`config.mk`:
```
export PLATFORM = sky130hd
export DESIGN_NAME = load_store_unit
export DESIGN_NICKNAME = d
export VERILOG_FILES = /design/src/rtl/riscv_pkg.sv /design/src/rtl/lsu_rd_extend.sv /design/src/rtl/load_store_unit.sv
export SDC_FILE = /design/constraint.sdc
export NUM_CORES = 1
export LEC_CHECK = 0
export BUFFER_PORTS_ARGS = -buffer_cell sky130_fd_sc_hd__buf_2
export CAP_MARGIN = 40
export CORE_MARGIN = 5
export CORE_UTILIZATION = 37
export CTS_CLUSTER_DIAMETER = 120
export DETAILED_ROUTE_END_ITERATION = 12
export PLACE_DENSITY_LB_ADDON = 0.2
export RECOVER_POWER = 50
export SETUP_SLACK_MARGIN = 0.3
export SYNTH_ARGS = -nofsm -noshare
export SYNTH_HDL_FRONTEND = slang
export SYNTH_HIERARCHICAL = 1
export SYNTH_SLANG_ARGS = --single-unit
export TNS_END_PERCENT = 100
```
`constraint.sdc`:
```
create_clock -name clk_i -period 1.9 [get_ports clk_i]
set_input_delay 0.285 -clock clk_i [delete_from_list [all_inputs] [get_ports clk_i]]
set_output_delay 0.285 -clock clk_i [all_outputs]
set_load 0.1 [all_outputs]
```
`src/rtl/riscv_pkg.sv`:
```
// ---------------------------------------------------------------------------
// riscv_pkg
// Shared definitions for the data-side load/store path:
//   - LDST_* access-size codes (RISC-V funct3 encoding)
//   - lsu_state_t, the load/store unit handshake state
//   - ldst_ok(), legality + natural-alignment check for one access
// ---------------------------------------------------------------------------
package riscv_pkg;

    localparam logic [2:0] LDST_B  = 3'd0;
    localparam logic [2:0] LDST_H  = 3'd1;
    localparam logic [2:0] LDST_W  = 3'd2;
    localparam logic [2:0] LDST_BU = 3'd4;
    localparam logic [2:0] LDST_HU = 3'd5;

    typedef enum logic {
        IDLE = 1'b0,
        BUSY = 1'b1
    } lsu_state_t;

    // True when the size code is legal and the address is naturally aligned
    // for it. Codes 3, 6 and 7 are never legal.
    function automatic logic ldst_ok(input logic [2:0] size, input logic [1:0] addr_lo);
        logic ok;
        case (size)
            LDST_B, LDST_BU: ok = 1'b1;
            LDST_H, LDST_HU: ok = ~addr_lo[0];
            LDST_W:          ok = (addr_lo == 2'b00);
            default:         ok = 1'b0;
        endcase
        return ok;
    endfunction

endpackage

```
`src/rtl/lsu_rd_extend.sv`:
```
// ---------------------------------------------------------------------------
// lsu_rd_extend
// Picks the addressed byte/halfword out of a memory read word and sign- or
// zero-extends it to 32 bits. Purely combinational.
//   size     in   3  access size (LDST_*)
//   addr_lo  in   2  low byte-address bits, select the lane
//   mem_rd   in  32  raw memory read word
//   core_rd  out 32  extended load data (0 for illegal sizes)
// ---------------------------------------------------------------------------
module lsu_rd_extend
    import riscv_pkg::*;
(
    input  logic [2:0]  size,
    input  logic [1:0]  addr_lo,
    input  logic [31:0] mem_rd,
    output logic [31:0] core_rd
);

    logic [7:0]  byte_lane;
    logic [15:0] half_lane;

    always_comb begin
        case (addr_lo)
            2'd0:    byte_lane = mem_rd[7:0];
            2'd1:    byte_lane = mem_rd[15:8];
            2'd2:    byte_lane = mem_rd[23:16];
            default: byte_lane = mem_rd[31:24];
        endcase
        half_lane = addr_lo[1] ? mem_rd[31:16] : mem_rd[15:0];
    end

    always_comb begin
        case (size)
            LDST_B:  core_rd = {{24{byte_lane[7]}}, byte_lane};
            LDST_BU: core_rd = {24'd0, byte_lane};
            LDST_H:  core_rd = {{16{half_lane[15]}}, half_lane};
            LDST_HU: core_rd = {16'd0, half_lane};
            LDST_W:  core_rd = mem_rd;
            default: core_rd = 32'd0;
        endcase
    end

endmodule

```
`src/rtl/load_store_unit.sv`:
```
// ---------------------------------------------------------------------------
// load_store_unit
// Bridges the core's data port to a word-addressed, byte-enabled memory with
// a ready handshake. Stalls the core while an access is outstanding, extends
// load data, and raises one-cycle fault pulses for misaligned/illegal
// accesses (misalign_o) and for memory timeouts (bus_err_o).
//   clk_i, rst_i          clock, asynchronous active-high reset
//   core_req_i/we/size/addr/wd   core request (held stable while stalled)
//   core_rd_o             extended load data, non-zero only on load completion
//   core_stall_o          freezes the core's PC while the access is pending
//   mem_req_o/we/be/addr/wd      memory request side
//   mem_rd_i, mem_ready_i memory read word and completion handshake
//   misalign_o, bus_err_o fault pulses
// Parameter TIMEOUT_CYCLES: BUSY cycles before abort; 0 disables the timeout.
// ---------------------------------------------------------------------------
module load_store_unit
    import riscv_pkg::*;
#(
    parameter int TIMEOUT_CYCLES = 16
) (
    input  logic        clk_i,
    input  logic        rst_i,
    input  logic        core_req_i,
    input  logic        core_we_i,
    input  logic [2:0]  core_size_i,
    input  logic [31:0] core_addr_i,
    input  logic [31:0] core_wd_i,
    output logic [31:0] core_rd_o,
    output logic        core_stall_o,
    output logic        mem_req_o,
    output logic        mem_we_o,
    output logic [3:0]  mem_be_o,
    output logic [31:0] mem_addr_o,
    output logic [31:0] mem_wd_o,
    input  logic [31:0] mem_rd_i,
    input  logic        mem_ready_i,
    output logic        misalign_o,
    output logic        bus_err_o
);

    localparam logic [4:0] CNT_LAST = (TIMEOUT_CYCLES == 0) ? 5'd0 : 5'(TIMEOUT_CYCLES - 1);

    lsu_state_t  state_q, state_d;
    logic [4:0]  cnt_q, cnt_d;
    logic        ok;
    logic        timeout_hit;
    logic        load_done;
    logic [31:0] ext_rd;

    assign ok          = core_req_i & ldst_ok(core_size_i, core_addr_i[1:0]);
    assign timeout_hit = (TIMEOUT_CYCLES != 0) && (cnt_q == CNT_LAST);

    // NOTE: state registers use non-blocking assignments so every flop samples
    // the pre-edge value of its neighbours; blocking here would create races.
    always_ff @(posedge clk_i or posedge rst_i) begin
        if (rst_i) begin
            state_q <= IDLE;
            cnt_q   <= 5'd0;
        end else begin
            state_q <= state_d;
            cnt_q   <= cnt_d;
        end
    end

    // Next-state and handshake outputs. The whole body is skipped while
    // rst_i is high so that every output reads 0 during reset, including the
    // instant reset is asserted in the middle of a BUSY access.
    // NOTE: every signal written below gets a default first; a path that
    // leaves one unassigned would infer a latch.
    always_comb begin
        state_d      = state_q;
        cnt_d        = cnt_q;
        core_stall_o = 1'b0;
        mem_req_o    = 1'b0;
        misalign_o   = 1'b0;
        bus_err_o    = 1'b0;
        load_done    = 1'b0;
        if (!rst_i) begin
            case (state_q)
                IDLE: begin
                    // mem_ready_i is deliberately ignored here.
                    if (ok) begin
                        core_stall_o = 1'b1;
                        mem_req_o    = 1'b1;
                        state_d      = BUSY;
                        cnt_d        = 5'd0;
                    end else if (core_req_i) begin
                        misalign_o   = 1'b1;
                    end
                end
                BUSY: begin
                    mem_req_o = core_req_i;
                    if (!core_req_i) begin
                        // Core withdrew the request (trap/abort): drop quietly.
                        state_d = IDLE;
                    end else if (mem_ready_i) begin
                        // Ready takes priority over a simultaneous timeout.
                        load_done = ~core_we_i;
                        state_d   = IDLE;
                    end else if (timeout_hit) begin
                        bus_err_o = 1'b1;
                        state_d   = IDLE;
                    end else begin
                        core_stall_o = 1'b1;
                        cnt_d        = cnt_q + 5'd1;
                    end
                end
                default: state_d = IDLE;
            endcase
        end
    end

    // Store lane steering: byte enables select the written lanes, data is
    // replicated across lanes so the memory never needs to shift it.
    always_comb begin
        mem_be_o = 4'b0000;
        mem_wd_o = 32'd0;
        if (!rst_i) begin
            case (core_size_i)
                LDST_B, LDST_BU: begin
                    mem_be_o = 4'b0001 << core_addr_i[1:0];
                    mem_wd_o = {4{core_wd_i[7:0]}};
                end
                LDST_H, LDST_HU: begin
                    mem_be_o = core_addr_i[1] ? 4'b1100 : 4'b0011;
                    mem_wd_o = {2{core_wd_i[15:0]}};
                end
                LDST_W: begin
                    mem_be_o = 4'b1111;
                    mem_wd_o = core_wd_i;
                end
                default: begin
                    mem_be_o = 4'b0000;
                    mem_wd_o = core_wd_i;
                end
            endcase
            if (!core_we_i) begin
                mem_be_o = 4'b0000;
            end
        end
    end

    assign mem_we_o   = core_we_i & mem_req_o;
    assign mem_addr_o = rst_i ? 32'd0 : core_addr_i;

    lsu_rd_extend u_rd_extend (
        .size    (core_size_i),
        .addr_lo (core_addr_i[1:0]),
        .mem_rd  (mem_rd_i),
        .core_rd (ext_rd)
    );

    assign core_rd_o = load_done ? ext_rd : 32'd0;

endmodule

```
==> flow_metrics.env, run 1 <==
export IMPL_cts_setup_buffers=31
export IMPL_rows=30
export IMPL_cts_resized=104
export IMPL_error_line="[ERROR DPL-0038] Utilization greater than 100%, impossible to legalize"
export IMPL_die_w_um=93.00
export IMPL_ys_seq_elements=6
export IMPL_dp_cells=653
export IMPL_routabilityCongestion=1.001
export IMPL_synth_main_ff_cell="dfrtp_1"
export IMPL_clock_sinks=6
export IMPL_cts_hold_buf=0
export IMPL_io_buffers=208
export IMPL_yosysSeqAreaShare_pct=5.891
export IMPL_netlist_instances=356
export IMPL_syn_area_per_cell_um2=7.159
export IMPL_numCtsBuffers=3
export IMPL_io_pins=209
export IMPL_htreeDepth=1
export IMPL_dpl_hpwl_mm=11.60
export IMPL_syn_area_mm2=0.002549
export IMPL_yosys_warnings=6
export IMPL_clockBufferDepth=2
export IMPL_ys_types=48
export IMPL_synth_nets=462
export IMPL_cts_root_buffer_cell="clkbuf_8"
export IMPL_synth_edf_count=0
export IMPL_outcome="aborted with a tool error"
export IMPL_die_y_um=93.00
export IMPL_synthArstFlopShare_pct=100.0
export IMPL_stop_stage="clock tree synthesis (4_1_cts)"
export IMPL_initial_core_util_pct=37.72
==> metrics by stage <==
stage               hold WS [ps]  cell area (um^2)  worst slack, ps
floorplan                  413.1              3417           -343.4
global placement           249.4              6128           -56.13
detailed placement         262.3              6128           -122.0
==> cell families after synthesis <==
family,share of synthesized area [%]
multiplexers,21.80
AND/OR/NAND/NOR,38.78
AO/OA/AOI/OAI,24.25
buffers and inverters,8.296
adder cells (fa/ha/maj),0.9817
flip-flops,5.891
==> cells in the mapped netlist (3+ instances only) <==
master     instances  area (um^2)
nor2b_1           46        287.8
and2_1            33        206.5
mux2i_1           33        330.3
nor2_1            30        112.6
nand2_1           29        108.9
nand3_1           19        95.09
clkbuf_1          18        67.56
a21oi_1           16        80.08
mux2_2            12        135.1
o211ai_2          10        125.1
o21ai_0            9        45.04
o221ai_1           8        70.07
buf_2              7        35.03
buf_6              6        67.56
dfrtp_1            6        150.1
inv_1              6        22.52
nand2b_1           6        37.54
o211ai_1           6        45.04
a21o_1             4        30.03
a221o_1            4        40.04
o2bb2ai_1          4        35.03
a32oi_1            3        26.28
nor3b_1            3        22.52
o22ai_1            3        18.77
or2_2              3        18.77
==> run 2: changes to the inputs <==
--- a/config.mk
+++ b/config.mk
@@ -8,12 +8,10 @@
 export BUFFER_PORTS_ARGS = -buffer_cell sky130_fd_sc_hd__buf_2
 export CAP_MARGIN = 40
 export CORE_MARGIN = 5
-export CORE_UTILIZATION = 37
-export CTS_CLUSTER_DIAMETER = 120
+export CORE_UTILIZATION = 40
 export DETAILED_ROUTE_END_ITERATION = 12
-export PLACE_DENSITY_LB_ADDON = 0.2
+export PLACE_DENSITY_LB_ADDON = 0.15
 export RECOVER_POWER = 50
-export SETUP_SLACK_MARGIN = 0.3
 export SYNTH_ARGS = -nofsm -noshare
 export SYNTH_HDL_FRONTEND = slang
 export SYNTH_HIERARCHICAL = 1
==> constraint.sdc (replaced) <==
create_clock -name clk_i -period 2.5 [get_ports clk_i]
set_input_delay 0.375 -clock clk_i [delete_from_list [all_inputs] [get_ports clk_i]]
set_output_delay 0.375 -clock clk_i [all_outputs]
set_load 0.1 [all_outputs]
==> run 2 against run 1 <==
  * The flow now finishes without violations
  * Area after synthesis unchanged
  * Synthesized cell count unchanged
==> flow_metrics.env, run 2 <==
export IMPL_period_share_pct=95.10
export IMPL_clockBufferDepth=2
export IMPL_grtUsageMet2_pct=42.99
export IMPL_tightest_slew_ps=1206
export IMPL_final_area_mm2=0.004638
export IMPL_yosysSeqAreaShare_pct=5.891
export IMPL_io_pins=209
export IMPL_yosysTopAreaCell="mux2i_1"
export IMPL_cts_setup_buffers=0
export IMPL_grt_usage_pct=24.79
export IMPL_r2r_slack_ps=380
export IMPL_min_path_type="in -> reg"
export IMPL_syn_area_per_cell_um2=7.159
export IMPL_regMostFlops="cnt_q"
export IMPL_clock_sinks=6
export IMPL_area_delta_synth_final_pct=81.98
export IMPL_ys_seq_elements=6
export IMPL_syn_area_mm2=0.002549
export IMPL_wl_per_cell_um=17.03
export IMPL_yosys_warnings=6
export IMPL_rows=29
export IMPL_rsz0062_at_grt="false"
export IMPL_nFillCells=513
export IMPL_finClkSkew_ps=1.603
export IMPL_grt_util_met1_pct=29.41
export IMPL_initial_core_util_pct=40.60
export IMPL_synth_edf_count=0
export IMPL_fmax_mhz=420.6
export IMPL_netlist_instances=356
export IMPL_drc=0
export IMPL_hold_violations=0
export IMPL_postRouteWirelength_mm=10.73
export IMPL_grt_overflow=0
export IMPL_final_common_cell="buf_2"
export IMPL_io_buffers=208
export IMPL_top_regs="cnt_q x5, state_q x1"
export IMPL_synth_nets=462
export IMPL_drtAntennaViolNets=0
export IMPL_die_y_um=89.83
export IMPL_slew_violations=0
export IMPL_maxCapViolCount=0
export IMPL_drt_pass1_iter_count=4
export IMPL_num_vias=3471
export IMPL_p_leak_nw=2.103
export IMPL_numCtsBuffers=3
export IMPL_ys_types=48
export IMPL_power_density_mw_per_mm2=331.5
export IMPL_antennaDiodeCount=0
export IMPL_routabilityCongestion=0.8390
export IMPL_crit_type="in -> out"
export IMPL_use_met3_pct=8.264
export IMPL_synth_main_ff_cell="dfrtp_1"
export IMPL_die_area_mm2=0.008069
export IMPL_startpoint_type="input port"
export IMPL_antenna_found_initial=0
export IMPL_core_mm2=0.006277
export IMPL_setup_tns_ps=0
export IMPL_period_minus_slack_ps=2378
export IMPL_top_usage_layer="met2"
export IMPL_worst_setup_path_end_kind="output port"
export IMPL_nNetsFinal=661
export IMPL_drt_iter0_drc=171
export IMPL_htreeDepth=1
export IMPL_setup_viol=0
export IMPL_drive_gt1_share_pct=45.93
export IMPL_synthArstFlopShare_pct=100.0
export IMPL_yosys_top_cells_area="mux2i_1, nor2b_1, and2_1, dfrtp_1, mux2_2"
export IMPL_via_per_inst=5.510
export IMPL_grt_pass1_vias=3446
export IMPL_placed_cell_area_mm2=0.004743
export IMPL_tritoncts="yes"
export IMPL_regArea_um2=150.1
export IMPL_peakVddDrop_uv=360.2
export IMPL_multi_input_area_mm2=0.002359
export IMPL_ys_top_cells_by_count="nor2b_1, and2_1, mux2i_1, nor2_1, nand2_1"
export IMPL_grt_pass1_wl_mm=17.11
export IMPL_grt_max_degree=68
export IMPL_largest_reg_flops=5
export IMPL_synth_most_common_cell="nor2b_1"
export IMPL_layout_common_cells="buf_2, buf_12, nor2b_1, clkbuf_1, mux2i_1"
export IMPL_dpl_hpwl_mm=8.950
export IMPL_cp_arrival_ps=2000
export IMPL_synth_top_area_share_pct=12.96
export IMPL_maxSlewHeadroom_pct=19.91
export IMPL_cp_required_ps=2120
export IMPL_cp_max_fo=16
export IMPL_die_w_um=89.83
export IMPL_clock_latency_ps=230
export IMPL_outcome="finished clean"
export IMPL_cts_clk_slew_worst_paths_ps=40
export IMPL_cts_root_buffer_cell="clkbuf_8"
-- run 2: cell counts after synthesis --
Identical to the previous run, type by type.
-- run 2: worst paths after layout --
path | end | startpoint | cells after the start
min in group asynchronous | cnt_q[3] | rst_i | 4
max reg2reg | cnt_q[0] | cnt_q[0] | 6
min reg2reg | cnt_q[3] | cnt_q[3] | 1
max in group asynchronous | cnt_q[4] | rst_i | 4
min | state_q | core_req_i | 3
max | core_rd_o[27] | core_size_i[0] | 7
-- run 2: critical path, cell delays in order --
cell and delay [ps]:
buf_2 160, buf_4 210, nand2b_1 100, a211o_1 550
o211ai_1 200, and2_1 220, buf_12 190
-- run 2: through the flow --
| stage | hold WS, ps | util, % | setup slack (ps) | cells | total power [mW] |
|---|---|---|---|---|---|
| finish | 489.0 | 73.89 | 122.4 | 630 | 1.537 |
| detailed placement | 549.5 | 75.56 | 129.6 | 627 | 1.417 |
| global route | 514.5 | 73.89 | 30.34 | 630 | 1.620 |
| CTS | 426.6 | 76.22 | 70.26 | 630 | 1.575 |
| floorplan | 380.1 | - | -615.9 | 356 | 1.047 |
| global placement | 536.4 | 75.56 | 216.7 | 627 | 1.393 |
-- run 2: area by class of cell --
cell class	instances	share of cell area, %
inverter	6	0.4856
clock buffer	3	0.8902
multi-input combinational	310	50.85
tap	77	2.077
timing repair buffer	228	42.46
sequential	6	3.237
-- run 2: per-layer routing --
metal	share of wire [%]	vias up
met2	50	198
met4	1.5	0
met1	37	1593
met5	0	-
li1	-	1667
met3	11	13
-- run 2: logic make-up (layout without fill, tap and decap cells) --
group | Yosys count | in the layout | share of synthesized area, %
simple gates | 182 | 182 | 38.78
compound gates | 77 | 77 | 24.25
mux | 49 | 49 | 21.80
buf+inv | 40 | 237 | 8.296
flops | 6 | 6 | 5.891
fa+ha+maj | 2 | 2 | 0.9817
-- run 2: where the power goes --
group	switching [mW]	total (mW)	internal, mW
Combinational	0.823	1.21	0.383
Sequential	0.0433	0.179	0.135
Clock	0.0493	0.153	0.104
Total	0.915	1.54	0.622
-- run 2: timing repair --
action                     in CTS  in global routing
resized for setup               0                  1
hold buffers                    0                  0
setup endpoints to repair       0                  1
(Power assumes the default switching activity.)
